File: config.mk
export PLATFORM = sky130hd
export DESIGN_NAME = tri_st_add_cysel_pipe
export DESIGN_NICKNAME = d
export VERILOG_FILES = /design/src/rtl/tri_st_add_pkg.sv /design/src/rtl/tri_st_add_cysel_pipe_loccy.sv /design/src/rtl/tri_st_add_cysel_pipe.sv
export SDC_FILE = /design/constraint.sdc
export NUM_CORES = 1
export LEC_CHECK = 0
export BUFFER_PORTS_ARGS = -buffer_cell sky130_fd_sc_hd__buf_2
export CORE_ASPECT_RATIO = 1.5
export CORE_MARGIN = 3
export CORE_UTILIZATION = 49
export CTS_CLUSTER_DIAMETER = 30
export DETAILED_ROUTE_END_ITERATION = 7
export PLACE_DENSITY = 0.69
export SLEW_MARGIN = 20
export SYNTH_ARGS = -nofsm -noshare
export SYNTH_HDL_FRONTEND = slang
export SYNTH_SLANG_ARGS = --single-unit
File: constraint.sdc
create_clock -name clk -period 6.6 [get_ports clk]
set_clock_uncertainty 0.1 [all_clocks]
set_input_delay 0 -clock clk [delete_from_list [all_inputs] [get_ports clk]]
set_output_delay 0 -clock clk [all_outputs]
set_load 0.01 [all_outputs]
File: src/rtl/tri_st_add_pkg.sv
// Shared constants and the byte-group lookahead helper for the carry-select adder.
// The group function folds per-bit generate/transmit terms into one 8-bit group term pair.
package tri_st_add_pkg;

    localparam int GRP_W = 8;

    function automatic int ngrp(input int width);
        return width / GRP_W;
    endfunction

    // 2/4/8 lookahead tree; index 0 is the most significant bit of the group, returns {g08, t08}
    function automatic logic [1:0] grp_gt8(input logic [0:GRP_W-1] g, input logic [0:GRP_W-1] t);
        logic [0:3] g2;
        logic [0:3] t2;
        logic [0:1] g4;
        logic [0:1] t4;
        for (int i = 0; i < 4; i++) begin
            g2[i] = g[2*i] | (t[2*i] & g[2*i+1]);
            t2[i] = t[2*i] & t[2*i+1];
        end
        for (int i = 0; i < 2; i++) begin
            g4[i] = g2[2*i] | (t2[2*i] & g2[2*i+1]);
            t4[i] = t2[2*i] & t2[2*i+1];
        end
        return {g4[0] | (t4[0] & g4[1]), t4[0] & t4[1]};
    endfunction

endpackage

File: src/rtl/tri_st_add_cysel_pipe_loccy.sv
// Byte-local carry expansion: rebuilds per-bit carries from generate/transmit terms and a
// fixed carry-in, then forms the byte sum. Bit 0 is the MSB, so carries ripple toward index 0.
module tri_st_add_loccy
    import tri_st_add_pkg::*;
(
    input  logic [0:GRP_W-1] i_g01,
    input  logic [0:GRP_W-1] i_t01,
    input  logic             i_ci,
    output logic [0:GRP_W-1] o_s,
    output logic [0:GRP_W-1] o_cy
);

    // carry into each bit, then half-sum (t & ~g == a ^ b) xor carry
    always_comb begin
        o_cy            = '0;
        o_cy[GRP_W-1]   = i_ci;
        for (int j = GRP_W - 2; j >= 0; j--) begin
            o_cy[j] = i_g01[j+1] | (i_t01[j+1] & o_cy[j+1]);
        end
        o_s = (i_t01 & ~i_g01) ^ o_cy;
    end

endmodule

File: src/rtl/tri_st_add_cysel_pipe.sv
// Two-stage carry-select adder/subtractor with valid/ready on both sides.
// Stage 1 forms both byte sums and group terms; stage 2 resolves global carries and selects.
module tri_st_add_cysel_pipe
    import tri_st_add_pkg::*;
#(
    parameter int WIDTH = 64
)
(
    input  logic             clk,
    input  logic             rst,
    input  logic             i_vld,
    output logic             i_rdy,
    input  logic [0:WIDTH-1] i_a,
    input  logic [0:WIDTH-1] i_b,
    input  logic             i_cin,
    input  logic             i_sub,
    output logic             o_vld,
    input  logic             o_rdy,
    output logic [0:WIDTH-1] o_sum,
    output logic             o_cout,
    output logic             o_ovf
);

    localparam int NGRP = ngrp(WIDTH);

    logic [0:WIDTH-1] w_bb;
    logic [0:WIDTH-1] w_g01;
    logic [0:WIDTH-1] w_t01;
    logic [0:WIDTH-1] w_sum0;
    logic [0:WIDTH-1] w_sum1;
    logic [0:WIDTH-1] w_lcy0;
    logic [0:WIDTH-1] w_lcy1;
    logic [0:NGRP-1]  w_g08;
    logic [0:NGRP-1]  w_t08;
    logic             w_unused_lcy;
    logic             w_s1_adv;
    logic             w_s2_adv;
    logic [0:NGRP-1]  w_gcy;
    logic [0:WIDTH-1] w_sum;
    logic             w_cout;
    logic             w_c_in0;
    logic             w_ovf;

    logic             r_s1_vld;
    logic [0:WIDTH-1] r_s1_sum0;
    logic [0:WIDTH-1] r_s1_sum1;
    logic [0:NGRP-1]  r_s1_g08;
    logic [0:NGRP-1]  r_s1_t08;
    logic             r_s1_cin;
    logic             r_s1_lc0;
    logic             r_s1_lc1;
    logic             r_s2_vld;
    logic [0:WIDTH-1] r_s2_sum;
    logic             r_s2_cout;
    logic             r_s2_ovf;

    assign w_bb  = i_sub ? ~i_b : i_b;
    assign w_g01 = i_a & w_bb;
    assign w_t01 = i_a | w_bb;

    for (genvar k = 0; k < NGRP; k++) begin : g_byte
        tri_st_add_loccy u_loc0 (
            .i_g01 (w_g01[k*GRP_W +: GRP_W]),
            .i_t01 (w_t01[k*GRP_W +: GRP_W]),
            .i_ci  (1'b0),
            .o_s   (w_sum0[k*GRP_W +: GRP_W]),
            .o_cy  (w_lcy0[k*GRP_W +: GRP_W])
        );
        tri_st_add_loccy u_loc1 (
            .i_g01 (w_g01[k*GRP_W +: GRP_W]),
            .i_t01 (w_t01[k*GRP_W +: GRP_W]),
            .i_ci  (1'b1),
            .o_s   (w_sum1[k*GRP_W +: GRP_W]),
            .o_cy  (w_lcy1[k*GRP_W +: GRP_W])
        );
        assign {w_g08[k], w_t08[k]} = grp_gt8(w_g01[k*GRP_W +: GRP_W], w_t01[k*GRP_W +: GRP_W]);
    end

    // only the carry into the top bit of the MSB byte is needed downstream (overflow)
    assign w_unused_lcy = ^{w_lcy0[1:WIDTH-1], w_lcy1[1:WIDTH-1]};

    assign w_s2_adv = ~r_s2_vld | o_rdy;
    assign w_s1_adv = ~r_s1_vld | w_s2_adv;
    assign i_rdy    = w_s1_adv;

    // stage 2 combinational: global group carries, byte select, carry-out and overflow
    always_comb begin
        w_gcy         = '0;
        w_sum         = '0;
        w_gcy[NGRP-1] = r_s1_cin;
        for (int k = NGRP - 2; k >= 0; k--) begin
            w_gcy[k] = r_s1_g08[k+1] | (r_s1_t08[k+1] & w_gcy[k+1]);
        end
        for (int k = 0; k < NGRP; k++) begin
            if (w_gcy[k]) begin
                w_sum[k*GRP_W +: GRP_W] = r_s1_sum1[k*GRP_W +: GRP_W];
            end else begin
                w_sum[k*GRP_W +: GRP_W] = r_s1_sum0[k*GRP_W +: GRP_W];
            end
        end
        w_cout  = r_s1_g08[0] | (r_s1_t08[0] & w_gcy[0]);
        w_c_in0 = w_gcy[0] ? r_s1_lc1 : r_s1_lc0;
        w_ovf   = w_c_in0 ^ w_cout;
    end

    // stage 1 registers: both candidate sums, group terms and MSB-byte local carries
    always_ff @(posedge clk or posedge rst) begin
        if (rst) begin
            r_s1_vld  <= 1'b0;
            r_s1_sum0 <= '0;
            r_s1_sum1 <= '0;
            r_s1_g08  <= '0;
            r_s1_t08  <= '0;
            r_s1_cin  <= 1'b0;
            r_s1_lc0  <= 1'b0;
            r_s1_lc1  <= 1'b0;
        end else if (w_s1_adv) begin
            r_s1_vld <= i_vld;
            if (i_vld) begin
                r_s1_sum0 <= w_sum0;
                r_s1_sum1 <= w_sum1;
                r_s1_g08  <= w_g08;
                r_s1_t08  <= w_t08;
                r_s1_cin  <= i_cin;
                r_s1_lc0  <= w_lcy0[0];
                r_s1_lc1  <= w_lcy1[0];
            end
        end
    end

    // stage 2 registers drive the outputs directly
    always_ff @(posedge clk or posedge rst) begin
        if (rst) begin
            r_s2_vld  <= 1'b0;
            r_s2_sum  <= '0;
            r_s2_cout <= 1'b0;
            r_s2_ovf  <= 1'b0;
        end else if (w_s2_adv) begin
            r_s2_vld <= r_s1_vld;
            if (r_s1_vld) begin
                r_s2_sum  <= w_sum;
                r_s2_cout <= w_cout;
                r_s2_ovf  <= w_ovf;
            end
        end
    end

    assign o_vld  = r_s2_vld;
    assign o_sum  = r_s2_sum;
    assign o_cout = r_s2_cout;
    assign o_ovf  = r_s2_ovf;

endmodule

# Word level (Yosys, flattened, before mapping)
# Index checks and enable logic that the tools add are counted.
# totals
regBits	215
in_bits	134
out_inout_bits	68
# classes
muxes	10
bitwise	408
n_reduce_logical	2
# ops
operator	n
1-bit bitwise AND	208
1-bit OR	162
8-bit bitwise XOR	16
64-bit bitwise AND	1
8-bit bitwise AND	8
64-bit 2-to-1 mux	1
8-bit 2-to-1 mux	8
64-bit inverter	1
8-bit inverter	8
64-bit OR	1
2-bit AND reduction	2
1-bit inverter	2
1-bit 2-to-1 mux	1
1-bit bitwise XOR	1

# Depth between registers and ports, before layout
# Gate-level depths: netlist (run 1).
# depth
depth_word	17
depth_mapped	16

# Cells and area by module
# From an unflattened synthesis (run 1), not the netlist that was laid out.
# unflattened
cells_unflattened	1737
hier_area_um2	14928.1
# by_module_without_submodules
mod	n_inst	cells_per_inst	area_per_inst_um2	seq_area_each_um2
tri_st_add_cysel_pipe	1	1241	10824.1	5380.2
tri_st_add_loccy	16	31	256.5	0.0

# Worst setup path before layout (run 1)
# No wires, ideal clock.
# synth_path
kind	in2reg
startpoint	input port i_sub
endpoint	register r_s1_sum1[48] (netlist name)
setup_time_ns	0.083
arrival_time_ns	3.622
slack_ns	2.796
path_stages	15
cell_sequence	clkbuf_1 > buf_2 > xor2_1 > inv_1 > ha_1 > fa_1 > inv_1 > fa_1 > inv_1 > fa_1 > fa_1 > fa_1 > fa_1 > xor2_1 > o21ai_0
# synth_via
elab_chain_len	16
# synth_rtl
element	line_no	rtl
start: declaration	tri_st_add_cysel_pipe.sv:16	input logic i_sub,
64-bit 2-to-1 mux *	tri_st_add_cysel_pipe.sv:57	assign w_bb = i_sub ? ~i_b : i_b;
64-bit bitwise AND or 64-bit OR (tied branches)	tri_st_add_cysel_pipe.sv:58, tri_st_add_cysel_pipe.sv:59	
1-bit OR	tri_st_add_cysel_pipe_loccy.sv:18	o_cy[j] = i_g01[j+1] | (i_t01[j+1] & o_cy[j+1]);
1-bit bitwise AND	tri_st_add_cysel_pipe_loccy.sv:18	
1-bit OR	tri_st_add_cysel_pipe_loccy.sv:18	
1-bit bitwise AND	tri_st_add_cysel_pipe_loccy.sv:18	
1-bit OR	tri_st_add_cysel_pipe_loccy.sv:18	
1-bit bitwise AND	tri_st_add_cysel_pipe_loccy.sv:18	
1-bit OR	tri_st_add_cysel_pipe_loccy.sv:18	
1-bit bitwise AND	tri_st_add_cysel_pipe_loccy.sv:18	
1-bit OR	tri_st_add_cysel_pipe_loccy.sv:18	
1-bit bitwise AND	tri_st_add_cysel_pipe_loccy.sv:18	
1-bit OR	tri_st_add_cysel_pipe_loccy.sv:18	
1-bit bitwise AND	tri_st_add_cysel_pipe_loccy.sv:18	
1-bit OR	tri_st_add_cysel_pipe_loccy.sv:18	
8-bit bitwise XOR *	tri_st_add_cysel_pipe_loccy.sv:20	o_s = (i_t01 & ~i_g01) ^ o_cy;
end signal: assignment	tri_st_add_cysel_pipe.sv:121	r_s1_sum1 <= w_sum1;
end: declaration	tri_st_add_cysel_pipe.sv:46	logic [0:WIDTH-1] r_s1_sum1;
# Mark *: on every way between the ends. The rest lies on a longest branch, timed or not.
# A chain may end at the register's enable or synchronous reset.

# Worst setup path after layout (run 1)
# layout_path
startpoint	input port i_sub
endpoint	register r_s1_sum1[49] (netlist name)
# layout_via
elab_chain_len	14
# layout_rtl
element	line_no
64-bit 2-to-1 mux *	tri_st_add_cysel_pipe.sv:57
64-bit bitwise AND or 64-bit OR (tied branches)	tri_st_add_cysel_pipe.sv:58, tri_st_add_cysel_pipe.sv:59
1-bit OR	tri_st_add_cysel_pipe_loccy.sv:18
1-bit bitwise AND	tri_st_add_cysel_pipe_loccy.sv:18
1-bit OR	tri_st_add_cysel_pipe_loccy.sv:18
1-bit bitwise AND	tri_st_add_cysel_pipe_loccy.sv:18
1-bit OR	tri_st_add_cysel_pipe_loccy.sv:18
1-bit bitwise AND	tri_st_add_cysel_pipe_loccy.sv:18
1-bit OR	tri_st_add_cysel_pipe_loccy.sv:18
1-bit bitwise AND	tri_st_add_cysel_pipe_loccy.sv:18
1-bit OR	tri_st_add_cysel_pipe_loccy.sv:18
1-bit bitwise AND	tri_st_add_cysel_pipe_loccy.sv:18
1-bit OR	tri_st_add_cysel_pipe_loccy.sv:18
8-bit bitwise XOR *	tri_st_add_cysel_pipe_loccy.sv:20
# Marks and branches as above.

==> results of run 1 <==
## stage by stage
stage | area (um^2) | cells | worst slack [ns] | utilization, %
finish | 18240 | 2158 | 2.500 | 65.02
global placement | 15240 | 1920 | 2.522 | 54.31
floorplan | 13990 | 1427 | 0.6207 | -
CTS | 18240 | 2158 | 2.507 | 65.01
detailed placement | 15240 | 1920 | 2.429 | 54.31
global route | 18240 | 2158 | 2.315 | 65.02
## cells by family after synthesis
| family | count (synthesis) | synth area share (%) |
|---|---|---|
| compound gates | 253 | 10.21 |
| xor+xnor | 81 | 5.070 |
| buf+inv | 237 | 6.716 |
| simple gates | 376 | 11.57 |
| mux | 49 | 3.514 |
| flops | 215 | 38.45 |
| fa+ha+maj | 216 | 24.47 |
## where the power goes
group / total, mW / switching (mW) / internal [mW]
registers: 1.93 / 0.243 / 1.69
clock network: 1.98 / 0.725 / 1.25
logic: 1.49 / 0.807 / 0.682
total: 5.40 / 1.78 / 3.62
## path summary, 6_finish.rpt
check	startpoint	end	slack (ns)	cells after the start
max	i_sub	r_s1_sum1[49]	2.50	14
min	i_b[55]	r_s1_t08[6]	0.02	7
max reg2reg	r_s1_vld	r_s1_g08[7]	2.95	7
min reg2reg	r_s1_sum1[13]	r_s1_sum1[13]	0.36	2
max in group asynchronous	rst	r_s1_t08[0]	5.06	4
min in group asynchronous	rst	r_s1_sum1[62]	0.08	3
## critical path: stages
cell and delay, ns:
buf_4 0.66, xor2_1 0.26, inv_1 0.07, ha_1 0.21
fa_1 0.39, inv_1 0.09, fa_1 0.17, inv_1 0.05
fa_1 0.42, fa_1 0.45, fa_1 0.43, fa_1 0.51
dlygate4sd3_1 0.53, o21ai_0 0.08
## layout make-up
class | instances | share of cell area [%]
Multi-Input combinational cell | 975 | 42.14
Sequential cell | 215 | 29.49
Timing Repair Buffer | 379 | 15.19
Clock buffer | 45 | 5.816
Inverter | 174 | 3.621
Tap cell | 346 | 2.373
Clock inverter | 24 | 1.365
## state kept, by name, summed over array words and instances (netlist names)
register   flops
o_ovf          1
o_sum         64
r_s1_lc0       1
o_cout         1
r_s1_sum1     64
r_s1_t08       8
r_s1_lc1       1
o_vld          1
r_s1_cin       1
r_s1_vld       1
r_s1_sum0     64
r_s1_g08       8
## layout by cell type (no fill, tap or decap), types with 3 or more instances in the layout
cell type / synthesis / routed
nand2_1: 268 / 266
dfrtp_1: 215 / 215
buf_2: 28 / 200
inv_1: 174 / 173
dlygate4sd3_1: 0 / 169
o21ai_0: 144 / 144
ha_1: 120 / 120
fa_1: 96 / 96
xor2_1: 78 / 78
mux2i_1: 48 / 48
a21oi_1: 45 / 45
clkbuf_16: 0 / 41
nor2_1: 26 / 26
nand3_1: 20 / 20
nand3b_1: 17 / 17
a31oi_1: 16 / 16
nor4_1: 16 / 16
nor3_1: 9 / 9
buf_4: 0 / 9
o21a_1: 8 / 8
a211o_1: 8 / 8
nor2b_1: 8 / 8
o21bai_1: 8 / 8
o31ai_1: 8 / 8
clkinv_4: 0 / 6
inv_6: 0 / 6
o21ai_1: 5 / 5
clkinvlp_4: 0 / 4
nand2_4: 1 / 3
nand2b_1: 3 / 3
and2_1: 4 / 3
inv_8: 0 / 3
xnor2_1: 3 / 3
clkinv_2: 0 / 3
## per-layer routing
layer | up-vias | track usage [%] | wire, um
li1 | 5262 | - | -
met1 | 5346 | 25.16 | 12830
met2 | 258 | 43.38 | 19050
met3 | 97 | 3.876 | 1467
met4 | 0 | 9.032 | 1300
met5 | - | 0 | 0
==> metrics, run 1 <==
CTS tree=yes; I/O pins=approximately 200; Rows=75; status=finished clean; setup TNS=0 ns; vias post-DR=10960; Syn Inst Count=1427; WS Path Type=input port to flip-flop; CTS Root Cell=clkbuf_16; Leakage=around 9 nW; Post-synth EDFFs=0; largest net degree at the start of global routing=124; Reg area=between 0.005 and 0.006 mm^2; Rel. slew slack=about 35%; Startpoint Class=input port; Worst EP required=6.86 ns; PortBufs=~200; grt ovf=0; Die H=about 210 um; # clock sinks=215; die width=about 140 um; hpwl dp=roughly 23000 um; Die ar.=slightly above 0.03 mm^2; First-pass DRT Iterations=7; vias in the first global route=between 10000 and 15000; Final Hold Viols=0; Tot Pwr=approximately 5.4 mW; max_cap viols=0; worst-margin pin slew=0.9804 ns; first-pass GRT wire length=between 50000 and 60000 um; DR WL/cell=about 16 um; Seq/Total Area, Yosys=38.45%; Main synth FF type=dfrtp_1; DRT iter0 DRCs=382; clk buf depth=3; Cell variety after synth=43; Worst EP arrival=around 4.4 ns; Area contributors post-synth=dfrtp_1 (38%), fa_1 (14%), ha_1 (11%); Worst-Skew Late Latency=~0.52 ns; Power Dens Cells=between 200 and 300 mW/mm^2; Peak VDD IR=roughly 140 uV; antenna violations before repair=0; Yosys warnings=0; leading area contributor after synthesis=dfrtp_1; layout net count=2133; DRC=0; Post-CTS Hold Buffers=roughly 170; GRT Overall Usage=a little under a quarter; fin. max-slew vios=0; Clock Pin Slew Worst Setup and Hold Paths=0.05 ns; Post-Route WL=approximately 35000 um; Synth async-reset ratio=between 90% and 100%; clock buffer count from CTS=38; Antenna Nets Post-Route=0; footprint of the multi-input gates=slightly below 0.008 mm^2; Area Overhead vs Synth=30.39%; Fmax achieved=243.9 MHz; RSZ-0062 raised after global routing=no; top cells by count, synth=nand2_1 (268), dfrtp_1 (215), inv_1 (174); FILL cells=approximately 2200; post_cts resized=0; Setup violations, final=0; top-count cell post-synth=nand2_1; vias per cell=5.080; Ant. Diodes=0; Mean Syn Cell Area=roughly 9.8 um^2; share of cells above drive strength 1=between 15 and 20%; Post-CTS Setup Inserts=0; H-tree Lvls=2; Yosys reg bits=215; Syn Std Cell Area=~0.014 mm^2; initial core utilization=around half; Final Wtd Congestion=0.8424; WHS=between 0.015 and 0.02 ns; fin crit share=just over 60%; CP Max Fanout=48; core outline area=0.02806 mm^2; top cell type's share of synthesized area=38.45%; Period minus WS final=4.100 ns; syn_nets=between 1500 and 2000; Worst Setup End Kind=flip-flop; Hold WC Path Type=input port to flip-flop
Note: power is estimated with default switching activity, not from simulation.
==> run 2, diff against run 1 <==
clock period = 3.8 ns   (was 6.6 ns; I/O delays follow)
==> metrics, run 2 (synthesis results as in run 1) <==
status=finished clean; worst-margin pin slew=around 0.96 ns; Rows=75; Worst EP required=a little over 4 ns; Worst EP arrival=approximately 3.9 ns; total internal power=6.488 mW; First-pass DRT Iterations=5; fin crit share=a little over nine tenths; CP Max Fanout=2; Startpoint Class=input port; hpwl dp=around 24000 um; Clock Pin Slew Worst Setup and Hold Paths=around 0.05 ns; DRT iter0 DRCs=403; Cells after DPL=between 1500 and 2000; grt ovf=0; CTS tree=yes; Period minus WS final=about 3.6 ns; fin. max-slew vios=0; Rel. slew slack=a little over a third; Final Hold Viols=0; I/O pins=between 200 and 250; Fmax achieved=~280 MHz; clock power share=37.6%; Post-CTS Setup Inserts=0; PortBufs=201; # clock sinks=approximately 220; Antenna Nets Post-Route=0; Peak VDD IR=between 300 and 400 uV; Leakage=a little over 9 nW; Die H=213.0 um; Power Dens Cells=just over 500 mW/mm^2; die width=144.0 um; share of cells above drive strength 1=16.42%; initial core utilization=between 40 and 50%; Final Wtd Congestion=roughly 0.91; fin util=between 60 and 70%; H-tree Lvls=2; post_cts resized=0; antenna violations before repair=0; vias in the first global route=about 12000; Ant. Diodes=0; most common cell after layout, fill and taps aside=nand2_1; Final Non-Filler Cells=~2200; FILL cells=approximately 2200; Post-Route WL=roughly 35000 um; sw power=between 3 and 4 mW; RSZ-0062 raised after global routing=no; Tot Pwr=9.517 mW; CTS Root Cell=clkbuf_16; vias per cell=around 5.1; switch share=a little under a third; DRC=0; largest net degree at the start of global routing=around 170; combinational share of power=approximately 27%; crit-path cells=dlygate4sd3_1, buf_2, xor2_1, buf_4, fa_1, fa_1, inv_1, fa_1, fa_1, fa_1, fa_1, dlygate4sd3_1, o21ai_0; DR WL/cell=16.09 um; Hold WC Path Type=input port to flip-flop; CP max stage delay=~0.55 ns; Flop pwr share=around a third; CP most frequent cell=fa_1; first-pass GRT wire length=56590 um; Worst Setup End Kind=flip-flop; vias post-DR=10990; clk buf depth=3; Die ar.=slightly above 0.03 mm^2; GRT Overall Usage=a little under a quarter; core outline area=between 0.02 and 0.03 mm^2; max_cap viols=0; Slowest-stage cell, CP=dlygate4sd3_1; WS Path Type=input port to flip-flop; clock buffer count from CTS=39; most frequent cells in the layout=nand2_1 (266), dfrtp_1 (215), buf_2 (200); Area Overhead vs Synth=31.05%; layout net count=about 2100; Setup violations, final=0; Worst-Skew Late Latency=approximately 0.52 ns
[run 2: cell types whose count changed in the layout (fill, tap and decap cells not counted), moves of 2 or more]
cell,delta
bufinv_16,+3
dlygate4sd3_1,-8
clkinv_4,-3
clkbuf_1,+2
clkbuf_16,-2
inv_8,-3
buf_12,+5
clkinvlp_4,+2
clkbuf_8,+5
buf_4,+5
[run 2: layout make-up]
class                      instances  area (um^2)  area share [%]
clock inverter                    21        272.8           1.488
sequential                       215         5380           29.34
timing repair buffer             380         2818           15.37
clock buffer                      50         1087           5.930
tap                              346        432.9           2.361
inverter                         174        656.9           3.582
multi-input combinational        975         7689           41.93
[run 2: worst paths after layout]
| check | start | endpoint | slack (ns) | cells past startpoint |
|---|---|---|---|---|
| min | i_a[40] | r_s1_sum1[40] | 0.001 | 5 |
| min reg2reg | o_sum[47] | o_sum[47] | 0.37 | 2 |
| min in group asynchronous | rst | r_s1_sum1[62] | 0.12 | 4 |
| max reg2reg | r_s1_vld | r_s1_g08[3] | 0.56 | 7 |
| max | i_b[14] | r_s1_sum0[9] | 0.22 | 13 |
| max in group asynchronous | rst | r_s1_sum1[43] | 2.68 | 4 |
[run 2: through the flow]
stage	setup TNS, ns	worst slack (ns)	hold WS (ns)	cell area (um^2)
detailed placement	0	0.02848	0.1338	15360
CTS	0	0.2184	0.0001823	18340
global placement	0	0.1098	0.1225	15360
finish	0	0.2176	0.001036	18340
global route	0	0.04685	0.05300	18340
floorplan	-0.008907	-0.004453	0.005435	14000
[run 2: timing repair]
item	in CTS	in global routing
hold endpoints to repair	358	0
endpoints found under the setup margin	0	0
hold buffers	161	0
[run 2: critical path, delay by kind of cell]
family,cells,cell delay [ns]
fa+ha+maj,6,2.15
xor+xnor,1,0.18
compound gates,1,0.17
buf+inv,5,1.42
[run 2: metal layers]
metal,global-route usage [%],wire (um)
met5,0,0
met4,11.53,1747
met3,3.787,1510
met2,43.14,18780
met1,25.09,12730
[run 2: power by group through the flow]
stage / clock (mW) / sequential (mW) / combinational [mW]
3_5_place_dp: 0 / 3.37 / 2.33
3_3_place_gp: 0 / 3.35 / 2.26
2_1_floorplan: 0 / 3.37 / 1.45
6_report: 3.58 / 3.34 / 2.59
4_1_cts: 3.64 / 3.34 / 2.61
5_1_grt: 3.75 / 3.42 / 2.96
==> run 3, diff against run 2 <==
PLACE_DENSITY = 0.72   (was 0.69)
clock period = 2.9 ns   (was 3.8 ns; I/O delays follow)
==> metrics, run 3 (synthesis results as in run 1) <==
fin crit share=between 90% and 100%; setup slack, reg-to-reg=between 0.3 and 0.4 ns; Fmax achieved=approximately 350 MHz; clk buf depth=3; Final Hold Viols=0; max_cap viols=0; Rel. slew slack=between 40% and 50%; grt ovf=0; combinational share of power=27.5%; Flop pwr share=approximately 32%; fin util=about 69%; CTS tree=yes; I/O pins=around 200; Worst Setup End Kind=flip-flop; CP max stage delay=0.53 ns; Ant. Diodes=0; Die H=roughly 210 um; PortBufs=approximately 200; vias per cell=just over 5; Die ar.=between 0.03 and 0.04 mm^2; share of cells above drive strength 1=25.30%; Rows=between 70 and 80; vias post-DR=11550; First-pass DRT Iterations=5; Power Dens Cells=~700 mW/mm^2; worst-margin pin slew=between 0.8 and 0.9 ns; CP Max Fanout=2; antenna violations before repair=1; worst hold start=i_b[8]; core outline area=about 0.028 mm^2; Slowest-stage cell, CP=dlygate4sd3_1; Final Wtd Congestion=around 0.90; Worst Hold Path EP=r_s1_t08[1]; Clock Pin Slew Worst Setup and Hold Paths=0.05 ns; Post-Route WL=approximately 38000 um; clock buffer count from CTS=45; Worst EP required=between 3 and 4 ns; WS Path Type=input port to flip-flop; Area Overhead vs Synth=38.91%; Hold WC Path Type=input port to flip-flop; total internal power=slightly above 9 mW; Final Cell Area=~0.019 mm^2; H-tree Lvls=2; Worst-Skew Late Latency=between 0.5 and 0.6 ns; vias in the first global route=about 12000; Setup violations, final=0; # clock sinks=around 220; crit-path cells=dlygate4sd3_1, buf_2, xor2_2, inv_2, fa_2, inv_2, fa_2, inv_2, fa_2, fa_2, fa_2, inv_2, fa_1, nand2_1, nand2_1; DR WL/cell=16.96 um; fin. max-slew vios=0; Cells after DPL=around 2000; initial core utilization=between 40% and 50%; Tot Pwr=approximately 13 mW; switch share=31.97%; Leakage=between 9 and 10 nW; Antenna Nets Post-Route=0; hpwl dp=~25000 um; Period minus WS final=~2.8 ns; most common cell after layout, fill and taps aside=nand2_1; die width=144.0 um; RSZ-0062 raised after global routing=yes; largest net degree at the start of global routing=between 70 and 80; status=finished clean; Reg2Reg Depth=7; GRT Overall Usage=about 24%; Startpoint Class=input port; CP most frequent cell=fa_2; first-pass GRT wire length=59580 um; DRT iter0 DRCs=roughly 500; WHS Path Cells=7; Peak VDD IR=about 440 uV; clock power share=about two fifths; DRC=0; most frequent cells in the layout=nand2_1 (266), dfrtp_1 (215), buf_2 (200); setup TNS=0 ns; CTS Root Cell=clkbuf_16; reg2reg start=r_s1_vld; Worst EP arrival=around 3.2 ns; Crit Reg-Reg Endpoint=r_s1_g08[5]; Final Non-Filler Cells=2235; sw power=4.307 mW; layout net count=2202; Placed Instance Area=0.01605 mm^2
[run 3: area by class of cell]
cell class / count / area, um^2
Fill cell: 2022 / 8622
Multi-Input combinational cell: 976 / 8010
Sequential cell: 215 / 5380
Timing Repair Buffer: 440 / 3344
Clock buffer: 53 / 1239
Inverter: 174 / 656.9
Tap cell: 346 / 432.9
Clock inverter: 31 / 372.9
[run 3: through the flow]
step	hold slack (ns)	setup WS [ns]
after floorplan	0.005435	-0.5844
after global placement	-0.1172	-0.7322
after detailed placement	-0.1186	-0.8538
after CTS	0.0001686	0.004520
after global routing	0.04667	-0.02524
final	0.005033	0.06032
[run 3: worst max path at each step]
stage / startpoint / end / slack, ns / depth (start not counted)
2_1_floorplan: i_sub / r_s1_sum1[24] / -0.58 / 14
3_3_place_gp: i_sub / r_s1_sum1[16] / -0.73 / 15
3_5_place_dp: i_sub / r_s1_sum1[16] / -0.85 / 15
4_1_cts: i_sub / r_s1_sum1[16] / 0.005 / 15
5_1_grt: i_b[6] / r_s1_sum1[1] / -0.03 / 15
6_report: i_b[6] / r_s1_sum1[1] / 0.06 / 15
[run 3: critical path: cells and delay by family]
family	cells	cell delay, ns
xor gates and xnor gates	1	0.22
adders and majority gates	6	1.92
buffers and inverters	6	0.92
and+or+nand+nor	2	0.12
[run 3: timing repair]
action                                  in CTS  in global routing
cloned                                       0                  3
gates resized for setup                     23                 40
pin swaps                                    0                 10
hold buffers                               143                  0
endpoints found under the setup margin      28                 38
setup buffers                                2                  5
hold endpoints to repair                   356                  0
[run 3: power by group through the flow]
stage | clock network, mW | registers, mW | logic [mW]
after global placement | 0 | 4.35 | 3.15
after CTS | 5.48 | 4.35 | 3.62
final | 5.40 | 4.36 | 3.71
after detailed placement | 0 | 4.39 | 3.26
after floorplan | 0 | 4.41 | 1.93
after global routing | 5.63 | 4.46 | 4.17
[run 3: per-layer routing]
metal	GRT usage (%)	vias up	wire [um]
met3	4.033	128	1882
met2	46.67	397	20820
li1	-	5407	-
met1	25.99	5615	13530
met4	10.53	2	1664
met5	0	-	13
